`config.mk`:
```
export PLATFORM = sky130hd
export DESIGN_NAME = fpu_apu_initiator
export DESIGN_NICKNAME = d
export VERILOG_FILES = /design/src/rtl/fpu_apu_initiator.sv
export SDC_FILE = /design/constraint.sdc
export NUM_CORES = 1
export LEC_CHECK = 0
export ABC_AREA = 1
export CORE_MARGIN = 1
export CORE_UTILIZATION = 50
export DETAILED_ROUTE_END_ITERATION = 7
export HOLD_SLACK_MARGIN = 0.06
export PLACE_DENSITY = 0.8
export RECOVER_POWER = 50
export SYNTH_ARGS = -nofsm -noshare
export SYNTH_HDL_FRONTEND = slang
export SYNTH_SLANG_ARGS = --single-unit
```
`constraint.sdc`:
```
create_clock -name clk -period 3.2 [get_ports clk]
set_input_delay 0.8 -clock clk [delete_from_list [all_inputs] [get_ports clk]]
set_output_delay 0.8 -clock clk [all_outputs]
set_load 0.1 [all_outputs]
```
`src/rtl/fpu_apu_initiator.sv`:
```
`default_nettype none
// ============================================================================
// Module  : fpu_apu_initiator
// Purpose : Core-side master for the shared-FPU APU protocol. It registers
//           core requests, tags each one with ID = {SRC_ID, slot}, accepts
//           out-of-order responses by ID, restores the core tag and buffers
//           results in a response FIFO. The responder never honours
//           apu_rready, so a request is only accepted while a FIFO entry can
//           be reserved for its response (credit flow control).
// Ports   : clk, rst_n                 clock, async active-low reset
//           core_req/gnt/operands/op/flags/tag      core request channel
//           core_rvalid/rready/rdata/rflags/rtag    core response channel
//           apu_req/gnt/ID/operands/op/flags        APU request channel
//           apu_rready/rvalid/rdata/rflags/rID      APU response channel
//           resp_err_o  one-cycle pulse when a response is dropped
//           busy_o      transactions in flight or buffered
// Revision: 1.0 - initial release
// ============================================================================
module fpu_apu_initiator #(
  parameter int ID_WIDTH        = 9,
  parameter int NB_SLOTS        = 4,
  parameter int SRC_ID          = 0,
  parameter int NB_ARGS         = 3,
  parameter int DATA_WIDTH      = 32,
  parameter int OPCODE_WIDTH    = 6,
  parameter int FLAGS_IN_WIDTH  = 15,
  parameter int FLAGS_OUT_WIDTH = 5,
  parameter int CORE_TAG_WIDTH  = 5
) (
  input  logic                          clk,
  input  logic                          rst_n,
  input  logic                          core_req_i,
  output logic                          core_gnt_o,
  input  logic [NB_ARGS*DATA_WIDTH-1:0] core_operands_i,
  input  logic [OPCODE_WIDTH-1:0]       core_op_i,
  input  logic [FLAGS_IN_WIDTH-1:0]     core_flags_i,
  input  logic [CORE_TAG_WIDTH-1:0]     core_tag_i,
  output logic                          core_rvalid_o,
  input  logic                          core_rready_i,
  output logic [DATA_WIDTH-1:0]         core_rdata_o,
  output logic [FLAGS_OUT_WIDTH-1:0]    core_rflags_o,
  output logic [CORE_TAG_WIDTH-1:0]     core_rtag_o,
  output logic                          apu_req_o,
  input  logic                          apu_gnt_i,
  output logic [ID_WIDTH-1:0]           apu_ID_o,
  output logic [NB_ARGS*DATA_WIDTH-1:0] apu_operands_o,
  output logic [OPCODE_WIDTH-1:0]       apu_op_o,
  output logic [FLAGS_IN_WIDTH-1:0]     apu_flags_o,
  output logic                          apu_rready_o,
  input  logic                          apu_rvalid_i,
  input  logic [DATA_WIDTH-1:0]         apu_rdata_i,
  input  logic [FLAGS_OUT_WIDTH-1:0]    apu_rflags_i,
  input  logic [ID_WIDTH-1:0]           apu_rID_i,
  output logic                          resp_err_o,
  output logic                          busy_o
);

  localparam int                  SLOT_BITS = $clog2(NB_SLOTS);
  localparam int                  SRC_BITS  = ID_WIDTH - SLOT_BITS;
  localparam int                  ENTRY_W   = DATA_WIDTH + FLAGS_OUT_WIDTH + CORE_TAG_WIDTH;
  localparam logic [SRC_BITS-1:0] SRC_VAL   = SRC_BITS'(SRC_ID);
  localparam logic [SLOT_BITS:0]  CNT_MAX   = (SLOT_BITS + 1)'(NB_SLOTS);

  typedef enum logic [0:0] {
    ST_IDLE = 1'b0,
    ST_PEND = 1'b1
  } req_state_t;

  req_state_t                state_q, state_d;
  logic                      pend;
  logic [NB_SLOTS-1:0]       busy_q, busy_d;
  logic [SLOT_BITS-1:0]      free_slot;
  logic                      free_any;
  logic                      accept;
  logic [SLOT_BITS:0]        credits_q;
  logic [CORE_TAG_WIDTH-1:0] tag_table [NB_SLOTS];
  logic                      resp_err_q;

  logic [SLOT_BITS-1:0]      rsp_slot;
  logic                      rsp_hit;

  logic [ENTRY_W-1:0]        fifo_mem [NB_SLOTS];
  logic [SLOT_BITS-1:0]      wr_ptr_q, rd_ptr_q;
  logic [SLOT_BITS:0]        fifo_cnt_q;
  logic                      push, pop;

  assign pend = (state_q == ST_PEND);

  // Lowest-index free slot, taken from the registered bitmap so a slot freed
  // by a response this cycle only becomes allocatable next cycle.
  always_comb begin
    free_slot = '0;
    free_any  = 1'b0;
    for (int i = NB_SLOTS - 1; i >= 0; i--) begin
      if (!busy_q[i]) begin
        free_slot = SLOT_BITS'(i);
        free_any  = 1'b1;
      end
    end
  end

  // Grant only while a response entry can be reserved; a pending request
  // may be replaced in the same cycle it is granted (back-to-back issue).
  assign core_gnt_o = (credits_q < CNT_MAX) && free_any && (!pend || apu_gnt_i);
  assign accept     = core_req_i && core_gnt_o;

  // Request FSM
  always_ff @(posedge clk or negedge rst_n) begin
    if (!rst_n) state_q <= ST_IDLE;
    else        state_q <= state_d;
  end

  always_comb begin
    state_d = state_q;
    case (state_q)
      ST_IDLE: if (accept) state_d = ST_PEND;
      ST_PEND: if (apu_gnt_i && !accept) state_d = ST_IDLE;
      default: state_d = ST_IDLE;
    endcase
  end

  assign apu_req_o    = pend;
  assign apu_rready_o = 1'b1;

  // Request register: loads only on accept, so it holds steady while stalled.
  always_ff @(posedge clk or negedge rst_n) begin
    if (!rst_n) begin
      apu_ID_o       <= '0;
      apu_operands_o <= '0;
      apu_op_o       <= '0;
      apu_flags_o    <= '0;
    end else if (accept) begin
      apu_ID_o       <= {SRC_VAL, free_slot};
      apu_operands_o <= core_operands_i;
      apu_op_o       <= core_op_i;
      apu_flags_o    <= core_flags_i;
    end
  end

  // Response decode: only our own source ID hitting an occupied slot counts.
  assign rsp_slot = apu_rID_i[SLOT_BITS-1:0];
  assign rsp_hit  = apu_rvalid_i && (apu_rID_i[ID_WIDTH-1:SLOT_BITS] == SRC_VAL)
                    && busy_q[rsp_slot];

  // The accepted slot is free in busy_q and the hit slot is busy in busy_q,
  // so set and clear never target the same bit.
  always_comb begin
    busy_d = busy_q;
    if (rsp_hit) busy_d[rsp_slot]  = 1'b0;
    if (accept)  busy_d[free_slot] = 1'b1;
  end

  always_ff @(posedge clk or negedge rst_n) begin
    if (!rst_n) begin
      busy_q     <= '0;
      resp_err_q <= 1'b0;
      for (int i = 0; i < NB_SLOTS; i++) tag_table[i] <= '0;
    end else begin
      busy_q     <= busy_d;
      resp_err_q <= apu_rvalid_i && !rsp_hit;
      if (accept) tag_table[free_slot] <= core_tag_i;
    end
  end

  assign resp_err_o = resp_err_q;

  // Response FIFO (depth NB_SLOTS, power of two so pointers wrap naturally)
  assign push = rsp_hit;
  assign pop  = core_rready_i && (fifo_cnt_q != '0);

  always_ff @(posedge clk or negedge rst_n) begin
    if (!rst_n) begin
      wr_ptr_q   <= '0;
      rd_ptr_q   <= '0;
      fifo_cnt_q <= '0;
      for (int i = 0; i < NB_SLOTS; i++) fifo_mem[i] <= '0;
    end else begin
      if (push) begin
        fifo_mem[wr_ptr_q] <= {apu_rdata_i, apu_rflags_i, tag_table[rsp_slot]};
        wr_ptr_q           <= wr_ptr_q + 1'b1;
      end
      if (pop) rd_ptr_q <= rd_ptr_q + 1'b1;
      if (push && !pop)      fifo_cnt_q <= fifo_cnt_q + 1'b1;
      else if (pop && !push) fifo_cnt_q <= fifo_cnt_q - 1'b1;
    end
  end

  assign core_rvalid_o = (fifo_cnt_q != '0);
  assign {core_rdata_o, core_rflags_o, core_rtag_o} = fifo_mem[rd_ptr_q];

  // Credits: slots in flight plus buffered responses.
  always_ff @(posedge clk or negedge rst_n) begin
    if (!rst_n) begin
      credits_q <= '0;
    end else if (accept && !pop) begin
      credits_q <= credits_q + 1'b1;
    end else if (pop && !accept) begin
      credits_q <= credits_q - 1'b1;
    end
  end

  assign busy_o = (credits_q != '0);

`ifndef SYNTHESIS
  // Every accepted request reserved an entry, so a push never meets a full FIFO.
  a_no_overflow : assert property (@(posedge clk) disable iff (!rst_n)
                    !(push && !pop && (fifo_cnt_q == CNT_MAX)))
    else $error("response FIFO overflow");
`endif

endmodule
`default_nettype wire

```
; Word-level counts from Yosys, hierarchy flattened
; Index checks and enable logic that the tools add are counted.
[word_totals]
memories = 0
ff_bits = 323
latch_bits = 0
mem_bits_ro = 0
word_cells = 105
ram_bits = 0
in_bits = 174
[op_classes]
n_mux = 35
n_shift = 0
n_bitwise = 8
add_sub_neg = 6
n_div = 0
n_eq_ne = 0
reduce_logical = 26
n_mul = 0
order_cmp = 11
[ops]
columns = op, n
row1 = bitwise mux 168 bit, 1
row2 = two-way mux 42 bit, 3
row3 = binary-select mux 42 bit (select 2 bit), 1
row4 = demux 42 bit (select 2 bit), 1
row5 = bitwise mux 20 bit, 1
row6 = logical AND 1 bit, 16
row7 = two-way mux 5 bit, 3
row8 = ">= comparator 3 bit, second input constant", 4
row9 = two-way mux 3 bit, 4
row10 = inverter 2 -> 3 bit, 4
row11 = binary-select mux 5 bit (select 2 bit), 1
row12 = demux 5 bit (select 2 bit), 1
row13 = two-way mux 1 bit, 9
row14 = two-way mux 2 bit, 4
row15 = two-way mux 4 bit, 2
row16 = logical NOT 7 bit, 1
row17 = "adder 3 x 1 -> 3 bit, second input constant", 2
row18 = "less-than comparator 2 x 3 -> 1 bit, second input constant", 2
row19 = "less-than comparator 3 x 1 -> 1 bit, second input constant", 2
row20 = nonzero test 3 bit, 2
row21 = "subtractor 3 x 1 -> 3 bit, second input constant", 2
row22 = "adder 2 x 1 -> 2 bit, second input constant", 2
row23 = AND 4 bit, 1
row24 = demux 1 bit (select 2 bit), 2
row25 = 10 further kinds, 15

; Depth between registers and ports, before layout
; Gate-level depths: netlist of the first run.
[depth]
ltp_word = 11
mapped_depth = 16
depth_no_buf = 14

; Worst setup path before layout of the first run
; Ideal clock, no wire load.
[synth_timing]
kind = register to output
from = register rd_ptr_q[0]
to = output port core_rdata_o[10]
arrival_time_ns = 2.538
required_time_ns = 2.400
setup_slack_ns = -0.138
n_path_buf = 2
stages_incl_launch_ff = 6
cell_sequence = dfrtp_1 -> inv_1 -> clkbuf_1 -> clkbuf_1 -> o21ai_0 -> o22ai_1
[synth_between]
elab_chain_len = 4
[synth_lines]
columns = item, line_no
row1 = "start, declared", 83  ; logic [SLOT_BITS-1:0] wr_ptr_q, rd_ptr_q;
row2 = "start signal, assigned", 182  ; if (pop) rd_ptr_q <= rd_ptr_q + 1'b1;
row3 = inverter 2 -> 3 bit (implied by the code), 189  ; assign {core_rdata_o, core_rflags_o, core_rtag_o} = fifo_mem[rd_ptr_q];
row4 = binary-select mux 42 bit (select 2 bit), 189
row5 = two-way mux 42 bit (implied by the code) (2 in series), 189
row6 = "end, declared", 40  ; output logic [DATA_WIDTH-1:0] core_rdata_o,
; Every way passes these cells. The select of a mux whose other input is x is not followed.

; Worst setup path in the final report of the first run
[layout_timing]
from = register rd_ptr_q[0]
to = output port core_rdata_o[28]
; Same word-level chain as after synthesis.

==> results of run 1 <==
==> final cells by class <==
cell class	count	area, um^2	share of cell area [%]
antenna	6	15.0	0.0777
clock buffer	53	1060	5.47
clock inverter	9	120	0.622
inverter	21	78.8	0.408
multi-input combinational	1279	5910	30.6
sequential	323	8090	41.9
tap	384	480	2.49
timing repair buffer	376	3570	18.5
==> worst max-delay path, delay by kind of cell, from the launching register on <==
family / cells / cell delay [ns]
compound gates: 2 / 0.44
buf+inv: 2 / 0.64
flops: 1 / 0.65
==> layout by cell type (no fill, tap or decap), drive strengths merged <==
cell type      Yosys  routed
bufinv             0       3
nor2             105     105
a31oi              1       1
dlygate4sd3        0       1
o22ai             42      42
clkbuf            31     134
diode              0       6
o21ai             86      86
xnor2              2       2
nand4            169     169
clkdlybuf4s50      0     171
ha                 6       6
a21oi              3       3
dfrtp            323     323
buf              109     123
mux2               2       2
inv               21      21
nor3               1       1
fa                 2       2
nand2            834     834
xor2               3       3
clkinv             0       6
nand3             15      15
conb               2       8
==> routing by layer <==
metal  routed length [um]  track usage [%]
met3                 3580             7.39
met1                16400             35.3
met5                    8                0
met2                21800             48.7
met4                 1380             11.9
==> cells by family after synthesis <==
family                   synth area share, %
buffers and inverters                   5.88
AO/OA/AOI/OAI                           4.91
flip-flops                              55.5
multiplexers                           0.155
XOR/XNOR                               0.301
other                                 0.0516
adder cells (fa/ha/maj)                0.790
AND/OR/NAND/NOR                         32.4
==> flip-flops by register name, summed over array words and instances (netlist names) <==
| register | flops |
|---|---|
| apu_ID_o | 2 |
| apu_flags_o | 15 |
| apu_op_o | 6 |
| apu_operands_o | 96 |
| apu_req_o | 1 |
| busy_q | 4 |
| credits_q | 3 |
| fifo_cnt_q | 3 |
| fifo_mem | 168 |
| rd_ptr_q | 2 |
| resp_err_o | 1 |
| tag_table | 20 |
| wr_ptr_q | 2 |
==> stage by stage <==
step	worst slack, ns	cell area [um^2]	utilization (%)
3_5_place_dp	0.141	18500	64.4
5_1_grt	0.0269	19300	67.3
6_report	0.142	19300	67.3
2_1_floorplan	0.437	14900	-
4_1_cts	0.0217	19700	68.5
3_3_place_gp	0.218	18500	64.4
==> how the worst min path moves through the flow <==
stage / startpoint / end / slack, ns / cells after the start
floorplan: fifo_mem[47] / fifo_mem[47] / 0.44 / 2
global placement: fifo_mem[91] / fifo_mem[91] / 0.45 / 2
detailed placement: fifo_mem[109] / fifo_mem[109] / 0.45 / 2
CTS: rst_n / fifo_mem[67] / 0.29 / 1
global route: fifo_mem[121] / fifo_mem[121] / 0.48 / 2
finish: fifo_mem[98] / fifo_mem[98] / 0.47 / 2
==> results by group, run 1 <==
Global routing
  • Tot GR Track Use: 28.9%
  • Largest net degree at the start of global routing: 128
  • Vias in the first global route: 13498
  • First-pass GRT wire length: 69.7 mm
  • Initial antenna violation count: 7
  • Grt total ovfl: 0

Worst setup path
  • CP arrival: 2.26 ns
  • Critical Path Start: rd_ptr_q[0]
  • Worst reg-to-reg path cell count: 7
  • CP endpoint kind: output port
  • Worst path slowest cell: dfrtp_4
  • Setup crit end: core_rdata_o[28]
  • Crit-path max cell delay: 0.65 ns
  • CP Class: register to output port
  • R2R Setup Slk: 0.60 ns
  • Critical-path cell list: buf_4 > o21ai_0 > o22ai_2 > buf_12
  • Crit Path Max Fanout: 35
  • Worst setup SP type: register
  • R2r endpoint: apu_operands_o[31]
  • Worst r2r src: busy_q[2]
  • Critical Path RT: 2.40 ns

Detailed routing
  • Drt drc: 0
  • Drt first pass iters: 5
  • Via density per instance: 5.49
  • Final Routed Wirelength: 43.2 mm
  • 1st-iter DRT viols: 1320
  • Via Count: 13461
  • ANT nets after route: 0
  • Drt wl/cell: 17.6 um

STA
  • Skew final: 0.0192 ns
  • Actual slew at the worst max-slew pin: 1.89 ns
  • RSZ-0062 raised after global routing: false
  • Setup TNS: 0 ns
  • Fin crit period: 3.06 ns
  • Highest clock rate: 327 MHz
  • Crit share post-route: 95.6%
  • Final count of pins violating max slew: 75
  • Setup violations, final: 0
  • Final Hold Vio Count: 0
  • Final hold slack: 0.465 ns
  • Worst rel slew slack: -26.3%

Die
  • Die Y: 173 um
  • Die area: 29800 um^2
  • Core box area: 28700 um^2
  • Die X-Extent: 173 um
  • # rows: 62
  • Initial Utilization: 50.7%
  • Io pins: 348

Clocking
  • CTS root buf: clkbuf_16
  • Setup Fix Bufs, Post-CTS: 0
  • TritonCTS clock tree: yes
  • CTS HTree Levels: 2
  • # clock sinks: 323
  • Post-cts hold buffer count: 0
  • Clk buf depth: 3
  • Clock Latency Late Sink: 0.51 ns
  • Clock-pin transition on the worst setup and hold timing paths: 0.06 ns
  • Post-CTS sizing: 0
  • CTS Buf Count: 35

Yosys
  • Asr flop ratio synth: 100%
  • Cell variety after synth: 27
  • Area leader, netlist: dfrtp_1
  • Ys flop type: dfrtp_1
  • Syn avg cell area: 8.29 um^2
  • Post-synth EDFFs: 0
  • Synth area leaders: dfrtp_1 55%, nand2_1 21%, nand4_1 7.3%, o21ai_0 3.0%, nor2_1 2.6%
  • Synthesized flop and latch total: 323
  • Post-Syn Area: 14600 um^2
  • Dominant cell by count in the synthesized netlist: nand2_1
  • Ys Warns: 0
  • Register area share after synthesis: 55.5%
  • Synth top cells by count: 832 x nand2_1, 323 x dfrtp_1, 169 x nand4_1
  • Post-synth top area share: 55.5%
  • Cell count after synthesis: 1757

Outcome
  • Outcome: finished with violations
  • Failing checks: capacitance limit, slew limit

Place
  • RD Place Congestion: 0.842
  • HPWL Detailed: 27.6 mm
  • IO Port Bufs: 339
  • Placed cell count: 2383

Job
  • Maxcap violations: 1

Cells and area
  • Area grow syn2layout: 32.6%
  • Non-filler instance count after layout: 2451
  • Fin nets: 2218
  • Fillcell total: 2338
  • Share of cells above drive strength 1: 11.8%

Hold path
  • Worst min-delay path class: register to register
Power of run 1 is not shown: default switching activity piles up to over one toggle a cycle in this logic, so the estimate is an artifact.
==> run 2: changes to the inputs <==
- CORE_MARGIN: 1 -> 2
==> results by group, run 2 (same netlist as run 1, synthesis figures left out) <==
Outcome
  • Outcome: finished with violations
  • Failing checks: capacitance limit, slew limit

Worst setup path
  • Buf+Inv Stages, Crit Path: 2
  • Worst path slowest cell: dfrtp_2
  • Critical Path RT: 2.40 ns
  • Worst setup SP type: register
  • R2R Setup Slk: 0.78 ns
  • R2r endpoint: apu_operands_o[44]
  • CP Class: register to output port
  • Worst r2r src: busy_q[2]
  • Worst reg-to-reg path cell count: 7
  • Critical-path cell list: buf_4 > o21ai_0 > o22ai_2 > buf_12
  • CP endpoint kind: output port
  • CP arrival: 2.28 ns
  • CP top delay family: flip-flops
  • Crit Path Max Fanout: 28
  • Crit-path max cell delay: 0.69 ns

Clocking
  • Clock Latency Late Sink: 0.51 ns
  • CTS HTree Levels: 2
  • Clock-pin transition on the worst setup and hold timing paths: 0.06 ns
  • CTS Buf Count: 35
  • Post-cts hold buffer count: 0
  • TritonCTS clock tree: yes
  • # clock sinks: 323
  • Clk buf depth: 3
  • Post-CTS sizing: 0
  • CTS root buf: clkbuf_16
  • Setup Fix Bufs, Post-CTS: 0

Cells and area
  • Regs by FF count: fifo_mem x168, apu_operands_o x96, tag_table x20
  • Area grow syn2layout: 32.2%
  • Fin nets: 2216
  • Largest Register: fifo_mem
  • Util after Layout: 67.1%
  • Largest register FFs: 168
  • Non-filler instance count after layout: 2451
  • Sequential cell area: 8080 um^2
  • Commonest non-fill, non-tap cells in the layout: 833 x nand2_1, 322 x dfrtp_1, 170 x clkdlybuf4s50_1
  • Most common cell after layout, fill and taps aside: nand2_1
  • Multi-input gate area: 5910 um^2
  • Fillcell total: 2342
  • Share of cells above drive strength 1: 11.6%

STA
  • Highest clock rate: 325 MHz
  • Final Hold Vio Count: 0
  • Skew final: 0.0162 ns
  • RSZ-0062 raised after global routing: false
  • Worst rel slew slack: -21.8%
  • Final count of pins violating max slew: 70
  • Setup violations, final: 0
  • Crit share post-route: 96.1%
  • Setup TNS: 0 ns
  • Actual slew at the worst max-slew pin: 1.83 ns
  • Fin crit period: 3.08 ns

Job
  • Maxcap violations: 1

Global routing
  • Tot GR Track Use: 27.9%
  • Grt total ovfl: 0
  • First-pass GRT wire length: 69.2 mm
  • Initial antenna violation count: 12
  • Largest net degree at the start of global routing: 148
  • Vias in the first global route: 13433

Detailed routing
  • Drt first pass iters: 5
  • Via density per instance: 5.46
  • Drt wl/cell: 17.4 um
  • Final Routed Wirelength: 42.7 mm
  • 1st-iter DRT viols: 1222
  • Drt drc: 0
  • ANT nets after route: 0
  • Via Count: 13381

Die
  • Die Y: 175 um
  • # rows: 62
  • Die area: 30500 um^2
  • Io pins: 348
  • Core box area: 28700 um^2
  • Initial Utilization: 50.7%
  • Die X-Extent: 175 um

Hold path
  • Worst min-delay path class: register to register
  • Hold Startpoint: fifo_mem[125]
  • Worst Hold Path EP: fifo_mem[125]
  • Hold Path Stages: 2

Place
  • Placed cell count: 2381
  • IO Port Bufs: 339
  • HPWL Detailed: 27.8 mm
  • RD Place Congestion: 0.842
[run 2: cell types whose count changed in the layout (fill, tap and decap cells not counted), sizes merged]
cell,previous run,this run
clkdlybuf4s50,171,170
clkbuf,134,131
dlygate4sd3,1,2
clkinv,6,7
bufinv,3,1
diode,6,10
[run 2: final cells by class]
type                       count  area share [%]
antenna                       10           0.130
clock buffer                  52            5.41
clock inverter                 8           0.338
inverter                      21           0.409
multi-input combinational   1279            30.7
sequential                   323            42.0
tap                          384            2.49
timing repair buffer         374            18.6
[run 2: worst max-delay path by stage]
stage | slack, ns | from | depth (start not counted) | to
global route | 0.07 | rd_ptr_q[0] | 4 | core_rdata_o[14]
detailed placement | 0.07 | apu_rID_i[0] | 11 | fifo_mem[167]
finish | 0.12 | rd_ptr_q[0] | 4 | core_rdata_o[14]
CTS | 0.14 | rd_ptr_q[0] | 4 | core_rdata_o[14]
floorplan | 0.44 | rd_ptr_q[0] | 5 | core_rdata_o[0]
global placement | 0.14 | apu_rID_i[0] | 12 | fifo_cnt_q[1]
[run 2: routing by layer]
metal,part of all wire (%),global-route usage (%),vias up
li1,-,-,6263
met1,38,33.6,6401
met2,50,47.2,607
met3,8.5,7.33,106
met4,3.5,12.1,4
met5,0.063,0,-
[run 2: worst reg2reg max path: cells and delay by family, from the launching register on]
kind | cells | cell delay [ns]
buffers and inverters | 1 | 0.48
flip-flops | 1 | 0.46
AND/OR/NAND/NOR | 6 | 1.36
[run 2: through the flow]
stage	hold slack, ns	setup slack (ns)	cell area (um^2)
after detailed placement	0.453	0.0727	18500
after floorplan	0.437	0.437	14900
after global placement	0.448	0.140	18500
final	0.465	0.124	19300
after global routing	0.478	0.0724	19300
after CTS	0.273	0.144	19600
Power of run 2 is left out for the same reason.
